## src/rtl/pattern_model_gen_if.sv

```systemverilog
// Model-position bus: pattern load/frame strobe in, per-ball positions out.
interface pattern_model_gen_if;
  logic              start_in;
  logic [6:0][2:0]   pattern_throws;
  logic [2:0]        pattern_len;
  logic [2:0]        num_balls;
  logic              frame_in;
  logic [6:0][10:0]  model_balls_x;
  logic [6:0][9:0]   model_balls_y;
  logic              data_valid_out;
  logic              pattern_err;

  modport master (
    input  start_in, pattern_throws, pattern_len, num_balls, frame_in,
    output model_balls_x, model_balls_y, data_valid_out, pattern_err
  );
  modport slave (
    output start_in, pattern_throws, pattern_len, num_balls, frame_in,
    input  model_balls_x, model_balls_y, data_valid_out, pattern_err
  );
endinterface

```

## src/rtl/pattern_model_gen.sv

```systemverilog
// Siteswap model-position generator: per frame, optionally throws one ball,
// then walks the balls serially computing ideal positions and emits them.
module pattern_model_gen #(
  parameter int BEAT_FRAMES = 15,
  parameter int HAND_L_X    = 480,
  parameter int HAND_R_X    = 800,
  parameter int HAND_Y      = 600,
  parameter int GRAV        = 3
) (
  input logic clk_in,
  input logic rst_in,
  pattern_model_gen_if.master bus
);
  localparam int NB = 7;
  localparam int unsigned SPAN_U = HAND_R_X - HAND_L_X;
  localparam int unsigned GRAV_U = GRAV;
  localparam int unsigned HY_U   = HAND_Y;

  typedef enum logic [1:0] {S_IDLE, S_THROW, S_CALC, S_EMIT} state_e;

  state_e               state_q, state_d;
  logic [2:0]           k_q, k_d, beat_q, beat_d, len_q, len_d, nb_q, nb_d;
  logic                 hand_q, hand_d, vld_q, vld_d, err_q, err_d;
  logic [7:0]           fcnt_q, fcnt_d;
  logic [NB-1:0][2:0]   thr_q, thr_d, h_q, h_d;
  logic [NB-1:0]        launched_q, launched_d, from_q, from_d;
  logic [NB-1:0][6:0]   t_q, t_d;
  logic [NB-1:0][10:0]  wx_q, wx_d, ox_q, ox_d;
  logic [NB-1:0][9:0]   wy_q, wy_d, oy_q, oy_d;

  // floor(65536/(h*BEAT_FRAMES)) per throw height, fixed at elaboration
  logic [7:0][16:0]     recip;
  logic [NB-1:0][9:0]   tf;
  logic [NB-1:0]        held;

  for (genvar i = 0; i < 8; i++) begin : g_recip
    assign recip[i] = (i == 0) ? 17'd0 : 17'(65536 / (i * BEAT_FRAMES));
  end

  for (genvar i = 0; i < NB; i++) begin : g_ball
    assign tf[i]   = 10'(h_q[i]) * 10'(BEAT_FRAMES);
    assign held[i] = launched_q[i] && ({3'b0, t_q[i]} == tf[i]);
  end

  // position of ball k_q from its current (pre-increment) flight state
  int unsigned pt, ptf, dy, off;
  int          px, py;
  always_comb begin
    pt  = 32'(t_q[k_q]);
    ptf = 32'(tf[k_q]);
    dy  = (pt * (ptf - pt) * GRAV_U) >> 4;
    off = (SPAN_U * pt * 32'(recip[h_q[k_q]])) >> 16;
    py  = (dy > HY_U) ? 0 : int'(HY_U - dy);
    px  = from_q[k_q] ? HAND_R_X : HAND_L_X;
    if (!launched_q[k_q]) begin
      px = k_q[0] ? HAND_R_X : HAND_L_X;
      py = HAND_Y;
    end else if (h_q[k_q][0]) begin
      if (pt < ptf) px = from_q[k_q] ? HAND_R_X - int'(off) : HAND_L_X + int'(off);
      else          px = from_q[k_q] ? HAND_L_X : HAND_R_X;
    end
  end

  // catcher choice: held ball landing in the throwing hand first, else a fresh one
  logic [2:0] h_new, sel;
  logic       sel_ok;
  always_comb begin
    h_new  = thr_q[beat_q];
    sel    = 3'd0;
    sel_ok = 1'b0;
    for (int i = NB-1; i >= 0; i--)
      if (held[i] && ((from_q[i] ^ h_q[i][0]) == hand_q)) begin
        sel = 3'(i); sel_ok = 1'b1;
      end
    if (!sel_ok)
      for (int i = NB-1; i >= 0; i--)
        if (!launched_q[i] && (3'(i) < nb_q)) begin
          sel = 3'(i); sel_ok = 1'b1;
        end
  end

  always_comb begin
    state_d = state_q;  k_d = k_q;  beat_d = beat_q;  hand_d = hand_q;
    fcnt_d = fcnt_q;    thr_d = thr_q;  len_d = len_q;  nb_d = nb_q;
    launched_d = launched_q;  from_d = from_q;  t_d = t_q;  h_d = h_q;
    wx_d = wx_q;  wy_d = wy_q;  ox_d = ox_q;  oy_d = oy_q;
    err_d = err_q;  vld_d = 1'b0;
    case (state_q)
      S_IDLE:
        if (bus.frame_in && nb_q != 3'd0) begin
          k_d     = 3'd0;
          state_d = (fcnt_q == 8'd0) ? S_THROW : S_CALC;
        end
      S_THROW: begin
        if (h_new != 3'd0) begin
          if (sel_ok) begin
            t_d[sel] = 7'd0;  h_d[sel] = h_new;
            from_d[sel] = hand_q;  launched_d[sel] = 1'b1;
          end else begin
            err_d = 1'b1;
          end
        end
        beat_d  = ({1'b0, beat_q} + 4'd1 >= {1'b0, len_q}) ? 3'd0 : beat_q + 3'd1;
        hand_d  = ~hand_q;
        k_d     = 3'd0;
        state_d = S_CALC;
      end
      S_CALC: begin
        wx_d[k_q] = 11'(px);
        wy_d[k_q] = 10'(py);
        if (k_q == nb_q - 3'd1) state_d = S_EMIT;
        else                    k_d = k_q + 3'd1;
      end
      S_EMIT: begin
        vld_d = 1'b1;
        ox_d  = wx_q;
        oy_d  = wy_q;
        for (int i = 0; i < NB; i++)
          if (launched_q[i] && ({3'b0, t_q[i]} < tf[i])) t_d[i] = t_q[i] + 7'd1;
        fcnt_d  = (fcnt_q == 8'(BEAT_FRAMES - 1)) ? 8'd0 : fcnt_q + 8'd1;
        state_d = S_IDLE;
      end
      default: state_d = S_IDLE;
    endcase
    // restart wins over everything, including a frame in flight
    if (bus.start_in) begin
      thr_d = bus.pattern_throws;  len_d = bus.pattern_len;  nb_d = bus.num_balls;
      launched_d = '0;  from_d = '0;  t_d = '0;  h_d = '0;
      beat_d = 3'd0;  hand_d = 1'b0;  fcnt_d = 8'd0;  err_d = 1'b0;
      wx_d = '0;  wy_d = '0;  ox_d = '0;  oy_d = '0;
      vld_d = 1'b0;  k_d = 3'd0;  state_d = S_IDLE;
    end
  end

  always_ff @(posedge clk_in) begin
    if (!rst_in) begin
      state_q <= S_IDLE;  k_q <= 3'd0;  beat_q <= 3'd0;  hand_q <= 1'b0;
      fcnt_q <= 8'd0;  thr_q <= '0;  len_q <= 3'd1;  nb_q <= 3'd0;
      launched_q <= '0;  from_q <= '0;  t_q <= '0;  h_q <= '0;
      wx_q <= '0;  wy_q <= '0;  ox_q <= '0;  oy_q <= '0;
      vld_q <= 1'b0;  err_q <= 1'b0;
    end else begin
      state_q <= state_d;  k_q <= k_d;  beat_q <= beat_d;  hand_q <= hand_d;
      fcnt_q <= fcnt_d;  thr_q <= thr_d;  len_q <= len_d;  nb_q <= nb_d;
      launched_q <= launched_d;  from_q <= from_d;  t_q <= t_d;  h_q <= h_d;
      wx_q <= wx_d;  wy_q <= wy_d;  ox_q <= ox_d;  oy_q <= oy_d;
      vld_q <= vld_d;  err_q <= err_d;
    end
  end

  assign bus.model_balls_x  = ox_q;
  assign bus.model_balls_y  = oy_q;
  assign bus.data_valid_out = vld_q;
  assign bus.pattern_err    = err_q;
endmodule

```

## src/flat_wrapper.sv

```systemverilog
// flat-port wrapper written by rule: the top's interface ports become plain ports
module pattern_model_gen_flat 
#(
  parameter int BEAT_FRAMES = 15,
  parameter int HAND_L_X    = 480,
  parameter int HAND_R_X    = 800,
  parameter int HAND_Y      = 600,
  parameter int GRAV        = 3
)
  (clk_in, rst_in, bus_start_in, bus_pattern_throws, bus_pattern_len, bus_num_balls, bus_frame_in, bus_model_balls_x, bus_model_balls_y, bus_data_valid_out, bus_pattern_err);
  pattern_model_gen_if bus_i ();
  input logic clk_in;
  input logic rst_in;
  input wire logic [$bits(bus_i.start_in)-1:0] bus_start_in;
  input wire logic [$bits(bus_i.pattern_throws)-1:0] bus_pattern_throws;
  input wire logic [$bits(bus_i.pattern_len)-1:0] bus_pattern_len;
  input wire logic [$bits(bus_i.num_balls)-1:0] bus_num_balls;
  input wire logic [$bits(bus_i.frame_in)-1:0] bus_frame_in;
  output wire logic [$bits(bus_i.model_balls_x)-1:0] bus_model_balls_x;
  output wire logic [$bits(bus_i.model_balls_y)-1:0] bus_model_balls_y;
  output wire logic [$bits(bus_i.data_valid_out)-1:0] bus_data_valid_out;
  output wire logic [$bits(bus_i.pattern_err)-1:0] bus_pattern_err;
  assign bus_i.start_in = bus_start_in;
  assign bus_i.pattern_throws = bus_pattern_throws;
  assign bus_i.pattern_len = bus_pattern_len;
  assign bus_i.num_balls = bus_num_balls;
  assign bus_i.frame_in = bus_frame_in;
  assign bus_model_balls_x = bus_i.model_balls_x;
  assign bus_model_balls_y = bus_i.model_balls_y;
  assign bus_data_valid_out = bus_i.data_valid_out;
  assign bus_pattern_err = bus_i.pattern_err;
  pattern_model_gen #(.BEAT_FRAMES(BEAT_FRAMES), .HAND_L_X(HAND_L_X), .HAND_R_X(HAND_R_X), .HAND_Y(HAND_Y), .GRAV(GRAV)) u_core (.clk_in(clk_in), .rst_in(rst_in), .bus(bus_i));
endmodule
```

## config.mk

```make
export PLATFORM = sky130hd
export DESIGN_NAME = pattern_model_gen_flat
export DESIGN_NICKNAME = d
export VERILOG_FILES = /design/src/rtl/pattern_model_gen_if.sv /design/src/rtl/pattern_model_gen.sv /design/src/flat_wrapper.sv
export SDC_FILE = /design/constraint.sdc
export NUM_CORES = 1
export LEC_CHECK = 0
export BUFFER_PORTS_ARGS = -buffer_cell sky130_fd_sc_hd__buf_2
export CAP_MARGIN = 0
export CELL_PAD_IN_SITES_DETAIL_PLACEMENT = 0
export CELL_PAD_IN_SITES_GLOBAL_PLACEMENT = 1
export CORE_MARGIN = 2
export CORE_UTILIZATION = 50
export DETAILED_ROUTE_END_ITERATION = 16
export PLACE_DENSITY_LB_ADDON = 0.3
export SETUP_SLACK_MARGIN = 0.3
export SKIP_CTS_REPAIR_TIMING = 1
export SLEW_MARGIN = 5
export SYNTH_ARGS = -nofsm -noshare
export SYNTH_HDL_FRONTEND = slang
export SYNTH_SLANG_ARGS = --single-unit
```

## constraint.sdc

```tcl
create_clock -name clk_in -period 22.2 [get_ports clk_in]
set_input_delay 1.11 -clock clk_in [delete_from_list [all_inputs] [get_ports clk_in]]
set_output_delay 1.11 -clock clk_in [all_outputs]
set_load 0.03 [all_outputs]
```

==> results by group <==
Global routing
  • Vias in the first global route: ~24,000
  • Initial antenna violation count: 2
  • First-pass GRT wire length: between 100,000 and 150,000 µm
  • Grt total ovfl: 0
  • Largest net degree at the start of global routing: around 170
  • Tot GR Track Use: 28.3%

Pwr
  • Maximum vdd drop: 0.0000612 V
  • Pwr Density: slightly above 50 nW/µm²
  • LEAKAGE: around 14 nW
  • Power Total: 1.63 mW

Routing
  • Final ANT Viol Nets: 0
  • Wire per inst: between 15 and 20 µm
  • Final wirelength: around 86,000 µm
  • DRC: 0
  • Routed vias/inst: between 5 and 6
  • Vias: 24,800
  • Drt first pass iters: 7
  • DRT iter0 DRCs: approximately 1,700

Die
  • IO Pins: 180
  • Initial Util: 50.7%
  • Row cnt: 88
  • DIE HEIGHT: about 250 µm
  • Core Region: 57,800 µm²
  • Die W: 246 µm
  • Die footprint: 60,600 µm²

Yosys
  • Syn. warnings: 0
  • Post-synth EDFFs: 0
  • Largest cells by area after synthesis: dfxtp_1, fa_1, ha_1
  • Yosys top cell area share: 29.0%
  • Ys async rst share: 0%
  • Syn Area/Cell: 8.64 µm²
  • Post-Synthesis Cells: about 3,400
  • Distinct cell type count after synthesis: 85
  • Top FF cell, synth: dfxtp_1
  • Most frequent cell after synthesis: dfxtp_1
  • Yosys reg bits: between 400 and 500
  • Top cells by count, synth: dfxtp_1, nor2_1, inv_1, nand2_1, ha_1
  • Synth area leader: dfxtp_1
  • Synthesized area: 29,300 µm²
  • Syn Nets: ~3,800
  • Seq/Total Area, Yosys: between 20% and 30%

Final layout
  • Fraction of final layout cells with drive strength greater than 1: roughly a tenth
  • Synth-to-layout area growth: 10.8%
  • Final core utilization: roughly 56%
  • Antenna cells: 0
  • Finished Layout Cells: approximately 4,300
  • Total Nets Final: between 3,000 and 4,000

Timing
  • Clock Skew: between 0.03 and 0.04 ns
  • Least-Margin Pin Slew: about 1.3 ns
  • Fin crit period: around 12 ns
  • Unrepaired setup endpoints after global routing: false
  • Relative slew slack: between 10% and 20%
  • Slew Limit Fails: 0
  • Setup WS post-layout: approximately 9.8 ns
  • Fmax: between 80 and 90 MHz
  • Setup_tns: 0 ns
  • Final hold vios: 0
  • Final worst-path cycle share: about 56%
  • # setup viols final: 0

Setup path
  • Startpoint types: flip-flop
  • R2R setup slack: a little under 10 ns
  • Critical Path Max Stage Delay: ~0.67 ns
  • Required @ worst endpoint: around 23 ns
  • R2r endpoint: u_core.wy_q[51]
  • WP buf/inv: 6
  • Reg2Reg Depth: 41
  • CP Class: reg2reg
  • Worst Setup End Kind: flip-flop
  • Origin of the critical flop-to-flop path: u_core.k_q[0]
  • Slowest cell on crit path: fa_1
  • Critical path's top delay family: compound AO/OA/AOI/OAI gates
  • Crit-path max FO: 38
  • WP data arrival: about 13 ns

Hold path
  • Worst Hold Path EP: u_core.wx_q[0]
  • Hold Crit Depth: 2
  • Hold path start: u_core.wx_q[0]
  • Worst min path class: reg2reg

Job
  • Max_cap viols: 0

Run status
  • Outcome: completed

Placed design
  • GP Congestion: 0.939
  • Post-place setup slack: 10.01 ns
  • I/O Buffers: between 150 and 200
  • Dpl cells: 4,214
  • Final HPWL DP: ~66,000 µm

Clock network
  • Clock Sinks: around 420
  • CTS Buffer Depth: 3
  • CTS Root Cell: clkbuf_16
  • Number of CTS-inserted buffers: 45
  • Clk_lat worst skew: roughly 0.60 ns
  • CTS tree: yes
  • Worst-path clk slew: about 0.06 ns
  • H-Tree Level Count: 2
routing by layer:
layer  GRT usage, %  routed length, µm  vias up
met5              0                  0        -
met4           8.04               2230        0
met3           4.12               6010      126
met2           46.1              39700      817
met1           38.8              38000    12100
li1               -                  -    11800
cell type report:
cell class	count	area, µm²
Clock buffer	61	1310
Clock inverter	22	322
Fill cell	5253	25300
Inverter	325	1220
Multi-Input combinational cell	2500	19100
Sequential cell	424	8490
Tap cell	765	957
Timing Repair Buffer	200	1080
where the power goes:
| group | switching (mW) | internal [mW] | leakage (nW) |
|---|---|---|---|
| combinational | 0.0332 | 0.0150 | 9.91 |
| sequential | 0.00279 | 0.764 | 3.42 |
| clock | 0.323 | 0.497 | 0.811 |
placed cells by master, fill, tap and decap left out, types with 13 or more instances in the layout:
cell,count
dfxtp_1,423
nor2_1,384
inv_1,320
nand2_1,255
ha_1,246
mux2i_1,236
a21oi_1,228
o21ai_0,199
buf_2,179
fa_1,163
nand3_1,114
nor2b_1,61
a21o_1,58
xnor2_1,54
xor2_1,50
clkbuf_16,45
o21a_1,43
nand4_1,34
nor3_1,29
o31ai_1,26
and2_1,22
nand2b_1,19
buf_4,19
a211oi_1,17
and3_1,16
or3_1,15
o22ai_1,14
o21bai_1,14
or2_2,14
a31oi_1,13
how the worst max path moves through the flow:
stage,start,cells after the start,endpoint,slack [ns]
after floorplan,u_core.k_q[1],43,u_core.wy_q[1],11.33
after global placement,u_core.h_q[6],40,u_core.wy_q[9],10.30
after detailed placement,u_core.k_q[0],40,u_core.wy_q[19],10.01
after CTS,u_core.k_q[0],40,u_core.wy_q[19],9.94
after global routing,u_core.k_q[2],38,u_core.wy_q[21],9.02
final,u_core.k_q[0],41,u_core.wy_q[51],9.83
through the flow:
stage          instance area [µm²]  hold WS [ns]
2_1_floorplan                29300         0.425
3_3_place_gp                 30800         0.440
3_5_place_dp                 30800         0.448
4_1_cts                      32500         0.456
5_1_grt                      32500         0.483
6_report                     32500         0.456
flip-flops by register name (all words and copies together), names as in the netlist, 7 cells and up:
register,flops
u_core.h_q,21
u_core.wx_q,77
u_core.bus.model_balls_x,77
u_core.launched_q,7
u_core.from_q,7
u_core.t_q,49
u_core.wy_q,70
u_core.thr_q,21
u_core.fcnt_q,8
u_core.bus.model_balls_y,70
tightest hold or removal path: stages, from the launching register on:
cell	delay, ns
dfxtp_1	0.31
nand2_1	0.05
a21oi_1	0.05
cells by family (layout without fill, tap and decap cells):
logic type      count (synthesis)  in the layout  share of synthesized area, %
fa+ha+maj                     410            410                          21.7
mux                           243            243                          8.56
xor+xnor                      111            111                          3.68
buf+inv                       467            608                          6.02
flops                         424            424                          29.0
simple gates                 1023           1023                          16.2
compound gates                713            713                          14.9
Power figures use the tool's default switching activity.
